==> config.mk <==
export PLATFORM = sky130hd
export DESIGN_NAME = decoder_4to16_reg
export DESIGN_NICKNAME = d
export VERILOG_FILES = /design/src/rtl/decoder_4to16_reg.sv
export SDC_FILE = /design/constraint.sdc
export NUM_CORES = 1
export LEC_CHECK = 0
export ABC_AREA = 1
export CAP_MARGIN = 25
export CORE_MARGIN = 2
export CORE_UTILIZATION = 49
export DETAILED_ROUTE_END_ITERATION = 16
export GPL_ROUTABILITY_DRIVEN = 0
export GPL_TIMING_DRIVEN = 0
export PLACE_DENSITY = 0.83
export SLEW_MARGIN = 20
export SYNTH_ARGS = -nofsm -noshare
export SYNTH_HDL_FRONTEND = slang
export SYNTH_SLANG_ARGS = --single-unit
==> constraint.sdc <==
create_clock -name clk -period 2.22 [get_ports clk]
set_clock_uncertainty 0.05 [all_clocks]
set_input_delay 0.444 -clock clk [delete_from_list [all_inputs] [get_ports clk]]
set_output_delay 0.444 -clock clk [all_outputs]
set_load 0.01 [all_outputs]
==> src/rtl/decoder_4to16_reg.sv <==
// -----------------------------------------------------------------------------
// decoder_4to16_reg
//
// Registered 4-to-16 one-hot decoder, the receive-side partner of the 16-to-4
// encoder. A 4-bit code arrives over a valid/ready handshake. The matching
// one-hot word appears one cycle later and stays until the consumer takes it.
// The single output register gives full throughput (one code per clock) when
// the consumer is always ready.
//
// Optional feature (compile-time macro DECODER_SWEEP_EN):
//   Defined   - a sweep engine walks codes 0..15 through the output register
//               so downstream one-hot logic can be self-tested.
//   Undefined - no sweep engine. sweep_start is ignored, and sweep_busy and
//               sweep_done are held at 0. The port list is the same.
//
// Ports
//   clk          in   1      single clock, rising edge
//   rst_n        in   1      synchronous, active-low reset
//   en           in   1      decoder enable, sampled with each accepted code
//   in_valid     in   1      in_code valid
//   in_ready     out  1      block can accept in_code this cycle
//   in_code      in   [0:3]  code, in_code[0] is the MSB
//   out_valid    out  1      out_onehot/out_code valid
//   out_ready    in   1      consumer takes the output beat this cycle
//   out_onehot   out  [0:15] one-hot result; code k sets out_onehot[k]
//   out_code     out  [0:3]  code that produced out_onehot
//   sweep_start  in   1      one-cycle request to start a 16-code sweep
//   sweep_busy   out  1      sweep in progress
//   sweep_done   out  1      one-cycle pulse after code 15 of a sweep is taken
// -----------------------------------------------------------------------------
module decoder_4to16_reg (
  input  logic        clk,
  input  logic        rst_n,
  input  logic        en,
  input  logic        in_valid,
  output logic        in_ready,
  input  logic [0:3]  in_code,
  output logic        out_valid,
  input  logic        out_ready,
  output logic [0:15] out_onehot,
  output logic [0:3]  out_code,
  input  logic        sweep_start,
  output logic        sweep_busy,
  output logic        sweep_done
);

  // Internal vectors are little-endian. Copying an ascending port into a
  // descending vector keeps the numeric value, so in_code[0] (the MSB) lands
  // in code_in[3].
  logic [3:0]  code_in;
  assign code_in = in_code;

  // Code k sets bit k counted from the MSB end. That is the MSB of a
  // descending [15:0] word shifted right by k. Code 0 gives 16'h8000 and
  // code 15 gives 16'h0001.
  function automatic logic [15:0] decode_code(input logic [3:0] code);
    return 16'h8000 >> code;
  endfunction

  // Output register.
  logic        out_valid_q, out_valid_d;
  logic [15:0] onehot_q,    onehot_d;
  logic [3:0]  code_q,      code_d;

  // Reset leaves this flag low until the first edge after rst_n rises. That
  // keeps in_ready low through reset and for that one cycle after it.
  logic        rst_done_q;

  logic        slot;        // output register free or being emptied this cycle
  logic        accept;      // input handshake completes this cycle
  logic        sweep_load;  // sweep engine writes the output register this cycle
  logic [3:0]  sweep_code;  // code the sweep engine is loading

  assign slot = !out_valid_q || out_ready;

`ifdef DECODER_SWEEP_EN
  // ---------------------------------------------------------------------------
  // Sweep engine
  // ---------------------------------------------------------------------------
  typedef enum logic {
    S_IDLE,
    S_SWEEP
  } state_e;

  state_e     state_q, state_d;
  logic [3:0] cnt_q,   cnt_d;    // next code to load; wraps 15->0 internally
  logic       last_q,  last_d;   // code 15 is loaded and waiting to be taken
  logic       done_q,  done_d;
  logic       start_taken;

  // NOTE: every signal written in an always_comb gets a default value at the
  // top. Then no path leaves a signal unassigned, and no latch is inferred.
  always_comb begin
    state_d     = state_q;
    cnt_d       = cnt_q;
    last_d      = last_q;
    done_d      = 1'b0;
    sweep_load  = 1'b0;
    start_taken = sweep_start && (state_q == S_IDLE);

    case (state_q)
      S_IDLE: begin
        // A beat already in the output register stays there. The sweep
        // loads code 0 only at the first free slot.
        if (start_taken) begin
          state_d = S_SWEEP;
          cnt_d   = 4'd0;
          last_d  = 1'b0;
        end
      end

      S_SWEEP: begin
        // sweep_start is ignored in this state.
        if (last_q) begin
          // Code 15 is in the output register. The sweep ends when it is taken.
          if (out_valid_q && out_ready) begin
            state_d = S_IDLE;
            last_d  = 1'b0;
            done_d  = 1'b1;
          end
        end else if (slot) begin
          sweep_load = 1'b1;
          cnt_d      = cnt_q + 4'd1;
          if (cnt_q == 4'd15) begin
            last_d = 1'b1;
          end
        end
      end

      default: state_d = S_IDLE;
    endcase
  end

  // NOTE: sequential state uses non-blocking assignments only. Every flop
  // then samples the values from before the edge, whatever the order of the
  // statements.
  always_ff @(posedge clk) begin
    if (!rst_n) begin
      state_q <= S_IDLE;
      cnt_q   <= 4'd0;
      last_q  <= 1'b0;
      done_q  <= 1'b0;
    end else begin
      state_q <= state_d;
      cnt_q   <= cnt_d;
      last_q  <= last_d;
      done_q  <= done_d;
    end
  end

  assign sweep_code = cnt_q;
  assign sweep_busy = (state_q == S_SWEEP);
  assign sweep_done = done_q;
  assign in_ready   = slot && rst_done_q && (state_q == S_IDLE) && !start_taken;

`else
  // ---------------------------------------------------------------------------
  // No sweep engine: the handshake depends only on the output register.
  // ---------------------------------------------------------------------------
  logic unused_sweep_start;
  assign unused_sweep_start = sweep_start;

  assign sweep_load = 1'b0;
  assign sweep_code = 4'd0;
  assign sweep_busy = 1'b0;
  assign sweep_done = 1'b0;
  assign in_ready   = slot && rst_done_q;
`endif

  // ---------------------------------------------------------------------------
  // Output register next state
  // ---------------------------------------------------------------------------
  assign accept = in_valid && in_ready;

  always_comb begin
    out_valid_d = out_valid_q;
    onehot_d    = onehot_q;
    code_d      = code_q;

    if (accept) begin
      // en=0 still produces a valid beat. It carries the code with an
      // all-zero one-hot word.
      out_valid_d = 1'b1;
      code_d      = code_in;
      onehot_d    = en ? decode_code(code_in) : 16'h0000;
    end else if (sweep_load) begin
      // The sweep always decodes, whatever the level of en.
      out_valid_d = 1'b1;
      code_d      = sweep_code;
      onehot_d    = decode_code(sweep_code);
    end else if (out_ready) begin
      // Drain: only the valid flag drops. The data keeps its last value.
      out_valid_d = 1'b0;
    end
  end

  always_ff @(posedge clk) begin
    if (!rst_n) begin
      out_valid_q <= 1'b0;
      onehot_q    <= 16'h0000;
      code_q      <= 4'd0;
      rst_done_q  <= 1'b0;
    end else begin
      out_valid_q <= out_valid_d;
      onehot_q    <= onehot_d;
      code_q      <= code_d;
      rst_done_q  <= 1'b1;
    end
  end

  assign out_valid  = out_valid_q;
  assign out_onehot = onehot_q;
  assign out_code   = code_q;

endmodule

==> impl_results.md, run 1 <==
* Status: finished, final reports clean
* Synth Area per Inst at 7.30 sq um
* Setup ws final at 0.0971 ns
* Final Max Slew Viols at 0
* Worst-path fanout max at 2
* Largest cells by area after synthesis: dfxtp_1, nand2_1, nor2_1, inv_1, a21oi_1
* Hold Violations, Final at 0
* CP Data Arrival Time at 1.63 ns
* First-pass GRT wire length at 3.84 mm
* Setup bufs post-CTS at 0
* Port-buffer cells at 28
* Post-DRT Antenna Nets at 0
* DR vias/cell at 4.65
* Core area at 0.00219 sq mm
* Synthesized area at 0.00112 sq mm
* Synth-to-Final Area Change at 30.4%
* Synth unique cells at 25
* Overall Power at 0.738 mW
* Post-CTS sizing at 0
* Largest net degree at the start of global routing at 12
* Leakage Power at 0.646 nW
* CTS Hold Buffers Added at 0
* Crit-path cells: clkdlybuf4s50_1, nor2_1, nor2_1, clkdlybuf4s50_1
* Clock Tree Buf Depth at 2
* Largest family of logic cells by synthesized area: simple AND/OR/NAND/NOR gates
* Slowest cell on crit path: clkdlybuf4s50_1
* CTS tree: done
* Net count, final at 198
* Dpl cells at 211
* Num ports at 34
* Fin Setup TNS at 0 ns
* 1st-iter DRT viols at 19
* Filler instances at 195
* Synth Area in Adders at 0%
* Sequential share of the synthesized area at 39.2%
* Layout cell share with drive strength beyond 1 at 17.2%
* DPL Wire Length at 1.79 mm
* Startpoint Class: primary input
* CP required at 1.73 ns
* Pwr Density at 503 mW/mm^2
* Xor/xnor cell area share of the yosys netlist at 0%
* Initial antenna violation count at 0
* Minimum clock period at 2.12 ns
* WP buf/inv at 2
* GRT overflow at 0
* CTS sink cnt at 22
* Setup violators final at 0
* Period utilisation layout at 95.6%
* Area of the die at 0.00269 sq mm
* DP Worst Slack at 0.102 ns
* R2r setup slk at 1.09 ns
* Vias at 996
* Peak VDD IR at 295 uV
* Die H at 51.9 microns
* Worst setup EP type: output port
* Tot GR Track Use at 19.6%
* Worst Hold Class: primary input to flip-flop
* Cell taking the most area after synthesis: dfxtp_1
* Clock Root Buffer: clkbuf_4
* Post-synthesis mux area share at 0%
* DRT Pass-1 Iters at 4
* Antenna Diode Count at 0
* Number of max-cap violations at 0
* TritonCTS buffer count at 3
* Detailed Route WL at 2.29 mm
* Compound-cell area share of the yosys netlist at 8.57%
* Crit path max-delay family: buffers and inverters
* Cell area after layout at 0.00147 sq mm
* Layout Utilization at 66.9%
* Post-route DRC at 0
* RSZ-0062 raised after global routing: false
* FF+latch count, synth at 22
* Drt wl/cell at 10.7 microns
* Top cell type's share of synthesized area at 39.2%
* Placement Cell Area at 0.00144 sq mm
* Post-Synth Simple-Gate Area at 35.3%
* Register area at 440 sq um
* Fin cells at 214
* Vias in the first global route at 933
* CP peak stage delay at 0.54 ns
* Clock latency on the worst-skew pair at 0.30 ns
* Post-Synthesis Cells at 154
* Cell Rows at 17
* Die Span X at 51.9 microns
* Hold WS at 0.365 ns
* Critical path class: primary input to output port
* Ys Warns at 0
* Highest clock rate at 0.471 GHz
* Starting Density at 51.3%
* H-Tree Depth at 1
* Footprint of the multi-input gates at 500 sq um
* Clock-pin slew on the worst setup and hold paths at 0.11 ns
## worst reg2reg max path, cell delays in order (launching register included)
cell     delay, ns
dfxtp_1       0.39
nand2_2       0.09
nand3_4       0.10
inv_4         0.06
buf_8         0.13
o21ai_0       0.15
inv_1         0.06
## worst paths after layout
kind	start	to	cells after the start
max	out_ready	in_ready	4
min	in_code[2]	out_code[2]$_SDFFE_PN0P_	3
max reg2reg	out_valid$_SDFFE_PN0P_	out_valid$_SDFFE_PN0P_	6
min reg2reg	out_code[2]$_SDFFE_PN0P_	out_code[2]$_SDFFE_PN0P_	2
## cells in the final DEF (no fill, tap or decap), drive strengths merged
| master | n |
|---|---|
| clkbuf | 4 |
| inv | 26 |
| buf | 7 |
| o21ai | 3 |
| nand4 | 4 |
| dfxtp | 22 |
| clkdlybuf4s50 | 28 |
| dlymetal6s2s | 1 |
| nor2 | 27 |
| nor3 | 5 |
| nand2 | 39 |
| conb | 2 |
| a21oi | 14 |
| nand3 | 4 |
## Yosys cell counts
| cell | count |
|---|---|
| nand3_4 | 1 |
| nor2_4 | 1 |
| dlymetal6s2s_1 | 1 |
| buf_4 | 3 |
| nor2_1 | 24 |
| nor3_2 | 5 |
| buf_8 | 1 |
| nand2_4 | 1 |
| inv_2 | 5 |
| nor2_2 | 1 |
| nor2_8 | 1 |
| a21oi_2 | 3 |
| inv_1 | 20 |
| buf_6 | 3 |
| o21ai_0 | 2 |
| nand2_1 | 35 |
| dfxtp_1 | 22 |
| conb_1 | 1 |
| nand2_2 | 3 |
| clkbuf_1 | 1 |
| nand3_1 | 3 |
| o21ai_1 | 1 |
| a21oi_1 | 11 |
| nand4_1 | 4 |
| inv_4 | 1 |
## power by group
group	switching (mW)	total, mW	internal (mW)
combinational	0.0774	0.144	0.0669
clock	0.114	0.178	0.0634
sequential	0.00744	0.415	0.408
## area by class of cell
type | instances | area share (%)
multi-input combinational | 98 | 34.1
sequential | 22 | 30.0
timing repair buffer | 28 | 19.1
inverter | 26 | 6.83
buffer | 9 | 5.97
tap | 28 | 2.39
clock buffer | 3 | 1.54
## layer usage
layer  wire length, microns  vias to the layer above  GRT usage, %
li1                       -                      529             -
met1                    982                      425          23.6
met2                   1120                       36          33.3
met3                    135                        6          2.87
met4                     55                        0          10.1
met5                      0                        -             0
## cell families (layout without fill, tap and decap cells)
kind of cell           after synthesis  after routing
AND/OR/NAND/NOR                     79             79
flip-flops                          22             22
buffers and inverters               35             66
other                                1              2
AO/OA/AOI/OAI                       17             17
## flip-flops by register name (all words and copies together), names as in the netlist
register    cells
out_code        4
out_onehot     16
out_valid       1
rst_done_q      1
Note: power is estimated with default switching activity, not from simulation.
==> run 2: changes to the inputs <==
--- a/config.mk
+++ b/config.mk
@@ -9,6 +9,7 @@
 export CAP_MARGIN = 25
 export CORE_MARGIN = 2
 export CORE_UTILIZATION = 49
+export CTS_CLUSTER_SIZE = 12
 export DETAILED_ROUTE_END_ITERATION = 16
 export GPL_ROUTABILITY_DRIVEN = 0
 export GPL_TIMING_DRIVEN = 0
==> constraint.sdc (replaced) <==
create_clock -name clk -period 2.22 [get_ports clk]
set_clock_uncertainty 0.05 [all_clocks]
set_input_delay 0.222 -clock clk [delete_from_list [all_inputs] [get_ports clk]]
set_output_delay 0.222 -clock clk [all_outputs]
set_load 0.01 [all_outputs]
==> results of run 2 <==
Same layout as run 1 (identical final DEF). Status: finished, final reports clean.
Among the figures that moved: setup slack after placement 0.102 ns -> 0.546 ns; setup slack after layout 0.0971 ns -> 0.523 ns; hold slack 0.365 ns -> 0.143 ns; start point of the critical path out_ready -> rst_done_q$_DFF_P_
==> run 3: changes to the inputs <==
--- a/config.mk
+++ b/config.mk
@@ -7,13 +7,14 @@
 export LEC_CHECK = 0
 export ABC_AREA = 1
 export CAP_MARGIN = 25
+export CORE_ASPECT_RATIO = 2
 export CORE_MARGIN = 2
-export CORE_UTILIZATION = 49
+export CORE_UTILIZATION = 41
 export CTS_CLUSTER_SIZE = 12
 export DETAILED_ROUTE_END_ITERATION = 16
 export GPL_ROUTABILITY_DRIVEN = 0
 export GPL_TIMING_DRIVEN = 0
-export PLACE_DENSITY = 0.83
+export PLACE_DENSITY = 0.74
 export SLEW_MARGIN = 20
 export SYNTH_ARGS = -nofsm -noshare
 export SYNTH_HDL_FRONTEND = slang
==> constraint.sdc (replaced) <==
create_clock -name clk -period 1.35 [get_ports clk]
set_clock_uncertainty 0.05 [all_clocks]
set_input_delay 0.135 -clock clk [delete_from_list [all_inputs] [get_ports clk]]
set_output_delay 0.135 -clock clk [all_outputs]
set_load 0.01 [all_outputs]
==> impl_results.md, run 3 (same netlist as run 1, synthesis figures left out) <==
* Worst-margin pin slew at 0.512 ns
* CTS sink cnt at 22
* Worst setup EP type: output port
* Synth-to-Final Area Change at 36.4%
* Clock Tree Buf Depth at 2
* Core area at 0.00257 sq mm
* Status: finished, final reports clean
* H-Tree Depth at 1
* Crit-path cells: clkdlybuf4s50_1
* Highest clock rate at 0.751 GHz
* Port-buffer cells at 28
* Cell Rows at 26
* Leakage Power at 0.915 nW
* First-pass GRT wire length at 3.86 mm
* CP Data Arrival Time at 1.15 ns
* Number of max-cap violations at 0
* CP Depth at 1
* CP required at 1.16 ns
* Largest net degree at the start of global routing at 13
* Footprint of the multi-input gates at 500 sq um
* Vias at 1014
* Crit path max-delay family: buffers and inverters
* DRT Pass-1 Iters at 4
* Minimum clock period at 1.33 ns
* Net count, final at 198
* Clock Root Buffer: clkbuf_8
* Post-DRT Antenna Nets at 0
* Post-route DRC at 0
* Most common library cell in the layout ignoring fill and taps: nand2_1
* Detailed Route WL at 2.40 mm
* DPL Wire Length at 1.81 mm
* Max reg flops at 16
* Worst Hold Class: primary input to flip-flop
* FF-to-FF path depth at 7
* Hold WS at 0.0998 ns
* Drt wl/cell at 11.2 microns
* Worst-path fanout max at 2
* CTS tree: done
* Final Max Slew Viols at 0
* Die H at 78.1 microns
* Placement Cell Area at 0.00144 sq mm
* Vias in the first global route at 995
* CP peak stage delay at 0.54 ns
* Area of the die at 0.00320 sq mm
* GRT overflow at 0
* Cell area after layout at 0.00153 sq mm
* 1st-iter DRT viols at 26
* Pwr Density at 912 mW/mm^2
* WP buf/inv at 1
* Slew HR at 65.8%
* Period utilisation layout at 98.6%
* Register area at 443 sq um
* Filler instances at 247
* Most frequent cells in the layout: nand2_1, nor2_1, inv_1, dfxtp_1, dlymetal6s2s_1
* RSZ-0062 raised after global routing: false
* Slowest cell on crit path: clkdlybuf4s50_1
* Num ports at 34
* Startpoint Class: flip-flop
* Starting Density at 43.8%
* Clock latency on the worst-skew pair at 0.27 ns
* DR vias/cell at 4.72
* TritonCTS buffer count at 3
* Clock-pin slew on the worst setup and hold paths at 0.08 ns
* Hold Path Stages at 3
* Hold Violations, Final at 0
* Setup violators final at 0
* Critical path class: flip-flop to output port
* Peak VDD IR at 668 uV
* Initial antenna violation count at 0
* Layout cell share with drive strength beyond 1 at 18.7%
* Antenna Diode Count at 0
* Tot GR Track Use at 17.2%
* Die Span X at 41.0 microns
==> run 3: final cells by class <==
type / count / area share [%]
Timing Repair Buffer: 28 / 20.4
Buffer: 9 / 5.71
Sequential cell: 22 / 28.9
Tap cell: 28 / 2.28
Multi-Input combinational cell: 98 / 32.6
Clock buffer: 4 / 3.59
Inverter: 26 / 6.53
==> run 3: final timing paths <==
kind / start / end / slack [ns]
max: out_onehot[8]$_SDFFE_PN0P_ / out_onehot[8] / 0.02
max reg2reg: out_valid$_SDFFE_PN0P_ / out_onehot[9]$_SDFFE_PN0P_ / 0.23
min: in_code[2] / out_code[2]$_SDFFE_PN0P_ / 0.1
min reg2reg: out_code[3]$_SDFFE_PN0P_ / out_code[3]$_SDFFE_PN0P_ / 0.42
==> run 3: layer usage <==
layer,global-route usage (%),share of wire (%)
met1,16.9,38
met2,29.4,55
met3,2.82,4.3
met4,11.0,3.0
met5,0,0
==> run 3: repair_timing <==
action	4_1_cts	5_1_grt
endpoints found under the setup margin	3	14
pin swaps	0	0
setup buffers	0	0
gates resized for setup	4	14
hold buffers	0	0
==> run 3: report_power, final <==
group | internal, mW | switching [mW]
sequential | 0.671 | 0.0114
clock | 0.261 | 0.224
combinational | 0.105 | 0.127
==> run 3: metrics by stage <==
stage / util, % / setup WS [ns] / cells / setup TNS [ns] / power [mW]
finish: 59.7 / 0.0185 / 215 / 0 / 1.40
global route: 59.7 / 0.00129 / 215 / 0 / 1.45
CTS: 58.3 / 0.00865 / 215 / 0 / 1.40
detailed placement: 56.2 / -0.133 / 211 / -1.28 / 0.935
global placement: 56.2 / -0.125 / 211 / -0.940 / 0.930
floorplan: - / 0.270 / 155 / 0 / 0.842
